### src/rtl/sram_128x22_arb_ctrl.sv
// -----------------------------------------------------------------------------
// sram_128x22_arb_ctrl
//
// Purpose:
//   Arbiter and initialiser in front of the 128x22 single-port synchronous tag
//   SRAM wrapper. After reset it writes INIT_VAL into every entry, address 0
//   up to DEPTH-1, one entry per cycle. It then shares the single SRAM port
//   between requester A and requester B using round-robin priority. Read data
//   comes back one cycle after the grant, together with a registered valid
//   strobe.
//
// Ports:
//   CLK        clock; all state changes on the rising edge
//   RST        synchronous reset, active high
//   A_REQ      requester A access request (held until A_GNT is sampled high)
//   A_WR       requester A direction: 1 = write, 0 = read
//   A_ADDR     requester A address
//   A_WDATA    requester A write data
//   A_GNT      requester A access accepted this cycle (combinational)
//   A_RVALID   requester A read data valid (registered, one-cycle pulse)
//   A_RDATA    requester A read data; zero whenever A_RVALID is low
//   B_*        same set of ports for requester B
//   INIT_BUSY  init sweep in progress (or reset held); no grants issued
//   SRAM_ADDR  to wrapper ADDR
//   SRAM_WEN   to wrapper WEN, active-low write enable
//   SRAM_DIN   to wrapper DATA_IN
//   SRAM_DOUT  from wrapper DATA_OUT, valid the cycle after a read address
// -----------------------------------------------------------------------------
module sram_128x22_arb_ctrl #(
    parameter int              AW       = 7,
    parameter int              DW       = 22,
    parameter logic [DW-1:0]   INIT_VAL = {DW{1'b0}}
) (
    input  logic            CLK,
    input  logic            RST,

    input  logic            A_REQ,
    input  logic            A_WR,
    input  logic [AW-1:0]   A_ADDR,
    input  logic [DW-1:0]   A_WDATA,
    output logic            A_GNT,
    output logic            A_RVALID,
    output logic [DW-1:0]   A_RDATA,

    input  logic            B_REQ,
    input  logic            B_WR,
    input  logic [AW-1:0]   B_ADDR,
    input  logic [DW-1:0]   B_WDATA,
    output logic            B_GNT,
    output logic            B_RVALID,
    output logic [DW-1:0]   B_RDATA,

    output logic            INIT_BUSY,

    output logic [AW-1:0]   SRAM_ADDR,
    output logic            SRAM_WEN,
    output logic [DW-1:0]   SRAM_DIN,
    input  logic [DW-1:0]   SRAM_DOUT
);

    typedef enum logic [0:0] {
        ST_INIT = 1'b0,
        ST_RUN  = 1'b1
    } state_t;

    // Priority pointer encoding: which requester wins when both ask.
    localparam logic PTR_A = 1'b0;
    localparam logic PTR_B = 1'b1;

    localparam logic [AW-1:0] CNT_LAST = {AW{1'b1}};
    localparam logic [AW-1:0] CNT_ONE  = {{(AW-1){1'b0}}, 1'b1};

    state_t          state_r;
    logic [AW-1:0]   init_cnt_r;
    logic            ptr_r;
    logic            a_rvalid_r;
    logic            b_rvalid_r;

    logic            a_win_s;
    logic            b_win_s;
    logic            run_s;

    // RST is folded in combinationally so that no grant and no SRAM write is
    // ever presented while reset is asserted, even on the first reset cycle
    // of a mid-operation reset when the state register still says RUN.
    assign run_s = (state_r == ST_RUN) && !RST;

    // Grant selection: lone requester always wins, a tie goes to the pointer.
    always_comb begin
        a_win_s = 1'b0;
        b_win_s = 1'b0;
        if (run_s) begin
            case ({A_REQ, B_REQ})
                2'b10: begin
                    a_win_s = 1'b1;
                end
                2'b01: begin
                    b_win_s = 1'b1;
                end
                2'b11: begin
                    if (ptr_r == PTR_A) begin
                        a_win_s = 1'b1;
                    end else begin
                        b_win_s = 1'b1;
                    end
                end
                default: begin
                    a_win_s = 1'b0;
                    b_win_s = 1'b0;
                end
            endcase
        end else begin
            a_win_s = 1'b0;
            b_win_s = 1'b0;
        end
    end

    // SRAM port drive: idle in reset, sweep during init, winner during run.
    always_comb begin
        SRAM_ADDR = {AW{1'b0}};
        SRAM_DIN  = {DW{1'b0}};
        SRAM_WEN  = 1'b1;
        if (RST) begin
            SRAM_ADDR = {AW{1'b0}};
            SRAM_DIN  = {DW{1'b0}};
            SRAM_WEN  = 1'b1;
        end else if (state_r == ST_INIT) begin
            SRAM_ADDR = init_cnt_r;
            SRAM_DIN  = INIT_VAL;
            SRAM_WEN  = 1'b0;
        end else if (a_win_s) begin
            SRAM_ADDR = A_ADDR;
            SRAM_DIN  = A_WDATA;
            SRAM_WEN  = ~A_WR;
        end else if (b_win_s) begin
            SRAM_ADDR = B_ADDR;
            SRAM_DIN  = B_WDATA;
            SRAM_WEN  = ~B_WR;
        end else begin
            SRAM_ADDR = {AW{1'b0}};
            SRAM_DIN  = {DW{1'b0}};
            SRAM_WEN  = 1'b1;
        end
    end

    // Controller state: init/run FSM, sweep counter, priority pointer and
    // the read-valid strobes that follow a granted read by one cycle.
    always_ff @(posedge CLK) begin
        if (RST) begin
            state_r    <= ST_INIT;
            init_cnt_r <= {AW{1'b0}};
            ptr_r      <= PTR_A;
            a_rvalid_r <= 1'b0;
            b_rvalid_r <= 1'b0;
        end else begin
            case (state_r)
                ST_INIT: begin
                    // Counter wraps to zero on the same edge that enters RUN.
                    init_cnt_r <= init_cnt_r + CNT_ONE;
                    if (init_cnt_r == CNT_LAST) begin
                        state_r <= ST_RUN;
                    end else begin
                        state_r <= ST_INIT;
                    end
                end
                ST_RUN: begin
                    init_cnt_r <= init_cnt_r;
                    state_r    <= ST_RUN;
                end
                default: begin
                    init_cnt_r <= {AW{1'b0}};
                    state_r    <= ST_INIT;
                end
            endcase

            // After any grant the other requester holds priority.
            if (a_win_s) begin
                ptr_r <= PTR_B;
            end else if (b_win_s) begin
                ptr_r <= PTR_A;
            end else begin
                ptr_r <= ptr_r;
            end

            a_rvalid_r <= a_win_s && !A_WR;
            b_rvalid_r <= b_win_s && !B_WR;
        end
    end

    assign A_GNT     = a_win_s;
    assign B_GNT     = b_win_s;
    assign A_RVALID  = a_rvalid_r;
    assign B_RVALID  = b_rvalid_r;
    // The wrapper output is only meaningful in the cycle after a read grant,
    // so it is masked to zero everywhere else.
    assign A_RDATA   = a_rvalid_r ? SRAM_DOUT : {DW{1'b0}};
    assign B_RDATA   = b_rvalid_r ? SRAM_DOUT : {DW{1'b0}};
    assign INIT_BUSY = RST || (state_r == ST_INIT);

endmodule

### config.mk
export PLATFORM = sky130hd
export DESIGN_NAME = sram_128x22_arb_ctrl
export DESIGN_NICKNAME = d
export VERILOG_FILES = /design/src/rtl/sram_128x22_arb_ctrl.sv
export SDC_FILE = /design/constraint.sdc
export NUM_CORES = 1
export LEC_CHECK = 0
export CORE_MARGIN = 5
export CORE_UTILIZATION = 25
export DETAILED_ROUTE_END_ITERATION = 8
export GPL_TIMING_DRIVEN = 0
export PLACE_DENSITY = 0.81
export RECOVER_POWER = 100
export SLEW_MARGIN = 10
export SYNTH_ARGS = -nofsm -noshare
export SYNTH_HDL_FRONTEND = slang
export SYNTH_SLANG_ARGS = --single-unit
### constraint.sdc
create_clock -name CLK -period 1.5 [get_ports CLK]
set_input_delay 0.3 -clock CLK [delete_from_list [all_inputs] [get_ports CLK]]
set_output_delay 0.3 -clock CLK [all_outputs]
set_load 0.05 [all_outputs]
Word level (Yosys, flattened, before mapping)
Cells that the tools add are included.
Widths: inputs -> output; s select.
{ "totals": {"register_bits": 11, "input_bits": 86, "out_inout_bits": 79, "elab_cells": 46} }
{ "classes": {"addsub": 1, "eq_ne": 4, "muxes": 25, "n_bitwise": 3, "n_reduce_logical": 8} }
{ "op_table": {"columns": ["op", "count"], "rows": [
  ["$mux 22", 6],
  ["$mux 7", 5],
  ["$mux 1", 11],
  ["$add 7x1->7 const B", 1],
  ["$eq 7x7->1 const B", 1],
  ["$pmux 1 s2", 3],
  ["$eq 2x2->1 const B", 2],
  ["$logic_and 1x1->1", 3],
  ["$logic_not 1->1", 3],
  ["$not 1->1", 3],
  ["$eq 2x1->1 const B", 1],
  ["$reduce_bool 2->1", 1],
  ["$logic_or 1x1->1", 1]
]} }

Longest topological paths before layout
{ "depth": {"word_depth": 7, "ltp_mapped": 6, "mapped_depth_nobuf": 4} }

Worst setup path before layout
Ideal clock, no wire load.
{ "synth_path": {"kind": "register to output", "start": "register ptr_r", "end": "output port SRAM_ADDR[0]", "arrival_ns": 1.993, "required_ns": 1.200, "setup_slack_ns": -0.793, "path_stages_with_launch": 5, "n_path_buf": 1, "path_cell_list": "dfxtp_1 > or2b_2 > buf_2 > nand3_1 > a311oi_1"} }
{ "synth_via": {"elab_chain_len": 7, "word_cells_on_any_way": 10, "cone_classes": "mux: 10"} }
{ "synth_rtl": {"columns": ["item", "line", "source"], "rows": [
  ["from (decl)", "75", "logic ptr_r;"],
  ["from (signal assigned)", "182", "ptr_r <= ptr_r;"],
  ["$mux 1", "101", "if (ptr_r == PTR_A) begin"],
  ["$pmux 1 s2", "93", "case ({A_REQ, B_REQ})"],
  ["$mux 1", "92", "if (run_s) begin"],
  ["$mux 7", "135", "end else if (b_win_s) begin"],
  ["$mux 7 (*)", "131", "end else if (a_win_s) begin"],
  ["$mux 7 (*)", "127", "end else if (state_r == ST_INIT) begin"],
  ["$mux 7 (*)", "123", "if (RST) begin"],
  ["to (decl)", "55", "output logic [AW-1:0] SRAM_ADDR,"]
]} }
Every way passes the cells marked *; elsewhere a longest branch is shown, timed or not.

Worst setup path after layout
{ "layout_path": {"start": "register ptr_r", "end": "output port SRAM_DIN[8]"} }
{ "layout_via": {"elab_chain_len": 7, "word_cells_on_any_way": 10, "cone_classes": "mux: 10"} }
{ "layout_rtl": {"columns": ["item", "line", "source"], "rows": [
  ["$mux 1", "101", null],
  ["$pmux 1 s2", "93", null],
  ["$mux 1", "92", null],
  ["$mux 22", "135", null],
  ["$mux 22 (*)", "131", null],
  ["$mux 22 (*)", "127", null],
  ["$mux 22 (*)", "123", null],
  ["to (decl)", "57", "output logic [DW-1:0] SRAM_DIN,"]
]} }
Marks and branches as above.

==> reports/metrics.cfg <==
[worst_setup_path]
cp_max_fo=5
worstReg2RegStart=ptr_r
crit_slowest_cell=dfxtp_4
cp-start-kind=flop
worstPathArrival_ns=1.69
required_ns=1.20
cp_slowest_stage_delay_ns=0.36
r2r_slack_ns=0.08
worstReg2RegEnd=ptr_r
cp-end-kind=output pin
startpoint=ptr_r
worst-setup-path-type=flop to output pin
reg2reg_depth=5
crit_chain=a21boi_4, nor2b_4, buf_12, buf_12, buf_8, a22o_4, buf_8

[placement]
place_congestion=0.752
place_hpwl_microns=5540
post_dp_cell_area_sq_mm=0.00327
place_inst=391
numPortBuffers=163

[yosys]
yosys_warnings=0
syn_avg_cell_area_sq_um=7.72
synth_seq_cells=11
synthArstFlopShare_pct=0
netlist_area_sq_mm=0.00124
seq_area_frac_synth_pct=17.7
ys_types=34
synth_edf_count=0
syn_inst=161
ys.flop_type=dfxtp_1
syn_nets=248

[sta]
finalCritPeriodShare_pct=132
maxSlewViolCount=0
setup_viol=32
worst_pin_slew_ns=0.652
max_freq_ghz=0.504
fin_crit_ns=1.99
worst_slack_ns=-0.486
hold_slack_ns=0.496
finalHoldViolCount=0
finalClockSkew_ns=0.00199
rsz0062_at_grt=true
fin_tns_setup_ns=-12.18
maxSlewHeadroom_pct=56.5

[pwr]
ir_drop_mv=0.340
power_density_mw_per_mm2=285
p_leak_nw=1.65

[floorplan]
die_h_microns=80.5
initial_core_util_pct=26.0
die-area_sq_mm=0.00649
row_count=25
coreArea_sq_mm=0.00479
pin_count=165
die_x_microns=80.5

[clocking]
cts_buffers=3
clkTransAtPathRegs_ns=0.05
root_buffer=clkbuf_8
hold_buffers=0
insertion_delay_ns=0.24
cts_sinks=11
cts_tree=yes
clk_path_buf_depth=2
cts_max_level=1

[worst_hold_path]
hp-start=RST
hold_depth=3
hold_path_end=init_cnt_r[6]
worstHoldPathType=input port to flop

[route]
vias_per_cell=5.00
postRouteAntennaNets=0
drc=0
wirelength_microns=8920
wire_per_inst_microns=21.7
first_pass_iters=4
vias=2055
drt_iter0_drc=100

[finish]
fin_nets=432
finalCoreUtilization_pct=76.7
area_growth_pct=195
n_antenna_cell=0
nFillCells=329
drive_gt1_share_pct=48.5
final_area_sq_mm=0.00367
finalNonFillerCells=411

[global_routing]
grt_pass1_vias=2129
grt_start_max_net_pins=11
grt_overflow=0
grt_pass1_wl_microns=11200
antenna_found_initial=0
track_usage_pct=22.8

[run_status]
violations=negative setup slack
status=complete, but fails checks

[flow_run]
cap_violations=0

worst max-delay path, delay by kind of cell, from the launching register on:
| kind | cells | cell delay, ns |
|---|---|---|
| buffers and inverters | 4 | 0.50 |
| DFF | 1 | 0.36 |
| AOI/OAI and AO/OA | 2 | 0.36 |
| and+or+nand+nor | 1 | 0.23 |
per-stage QoR:
stage | power (mW) | worst slack (ns)
after CTS | 1.02 | -0.384
after detailed placement | 0.692 | -1.45
after floorplan | 0.428 | -0.217
after global placement | 0.683 | -1.44
final | 1.05 | -0.486
after global routing | 1.09 | -0.513
repair_timing:
item	4_1_cts	5_1_grt
gates resized for setup	498	71
buffers inserted	5	12
cloned	3	1
pin swaps	15	5
setup endpoints to repair	80	71
synthesized netlist by cell type (2+ instances only):
cell	instances	share of area (%)
buf_6	5	4.5
nor2_1	15	4.5
a311oi_1	7	4.9
nand3_1	8	3.2
buf_2	2	0.80
nand4b_1	2	1.4
a22o_2	9	7.2
buf_4	2	1.2
nand2_1	10	3.0
a22o_1	13	9.2
clkbuf_1	6	1.8
a31o_2	2	1.4
dfxtp_1	11	18
xor2_1	3	2.1
nor2b_1	3	1.5
a21oi_1	2	0.80
and2_1	44	22
cell type report:
cell class                 instances  area (sq um)  share of cell area [%]
buffer                            13           130                    3.55
clock buffer                       4          45.0                    1.23
inverter                           1          3.75                   0.102
multi-input combinational        134          1310                    35.8
sequential                        11           228                    6.21
tap                               67          83.8                    2.28
timing repair buffer             181          1870                    50.9
routing by layer:
metal | vias up | part of all wire, % | GRT usage [%]
li1 | 935 | - | -
met1 | 957 | 31 | 22.6
met2 | 131 | 57 | 45.3
met3 | 32 | 8.3 | 5.04
met4 | 0 | 4.3 | 8.78
met5 | - | 0 | 0
cell usage in the layout (no fill, tap or decap), types with 3 or more instances in the layout:
master           count
xor2_1               3
nand2_4              7
nand3_2              6
buf_4               16
buf_8               25
clkbuf_4            36
buf_2                6
buf_12               7
and2_1              42
nand2_1              3
a311oi_4             7
clkdlybuf4s50_1     82
dfxtp_1              7
buf_6               15
clkbuf_8             3
dfxtp_2              3
a22o_4              22
nor2_1              15
flip-flops by register name, indices dropped and copies added, names as in the netlist:
signal,cells
init_cnt_r,7
A_RVALID,1
B_RVALID,1
ptr_r,1
state_r,1
logic make-up (layout without fill, tap and decap cells):
family | Yosys count | count (layout) | synth area share (%)
buffers and inverters | 16 | 199 | 8.65
flip-flops | 11 | 11 | 17.7
XOR/XNOR | 4 | 4 | 2.82
AO/OA/AOI/OAI | 37 | 37 | 26.6
AND/OR/NAND/NOR | 91 | 91 | 42.5
adder cells (fa/ha/maj) | 1 | 1 | 1.01
multiplexers | 1 | 1 | 0.805
worst max-delay path by stage:
stage | slack, ns | depth (start not counted) | to
after floorplan | -0.22 | 5 | SRAM_DIN[12]
after global placement | -1.44 | 7 | SRAM_DIN[8]
after detailed placement | -1.45 | 7 | SRAM_DIN[17]
after CTS | -0.38 | 7 | SRAM_DIN[8]
after global routing | -0.51 | 7 | SRAM_DIN[8]
final | -0.49 | 7 | SRAM_DIN[8]
power by group:
group / total, mW / switching, mW / internal, mW / leakage, nW
clock network: 0.302 / 0.115 / 0.187 / 0.0228
registers: 0.309 / 0.0112 / 0.298 / 0.0916
logic: 0.436 / 0.171 / 0.265 / 1.54
Power figures use the tool's default switching activity.
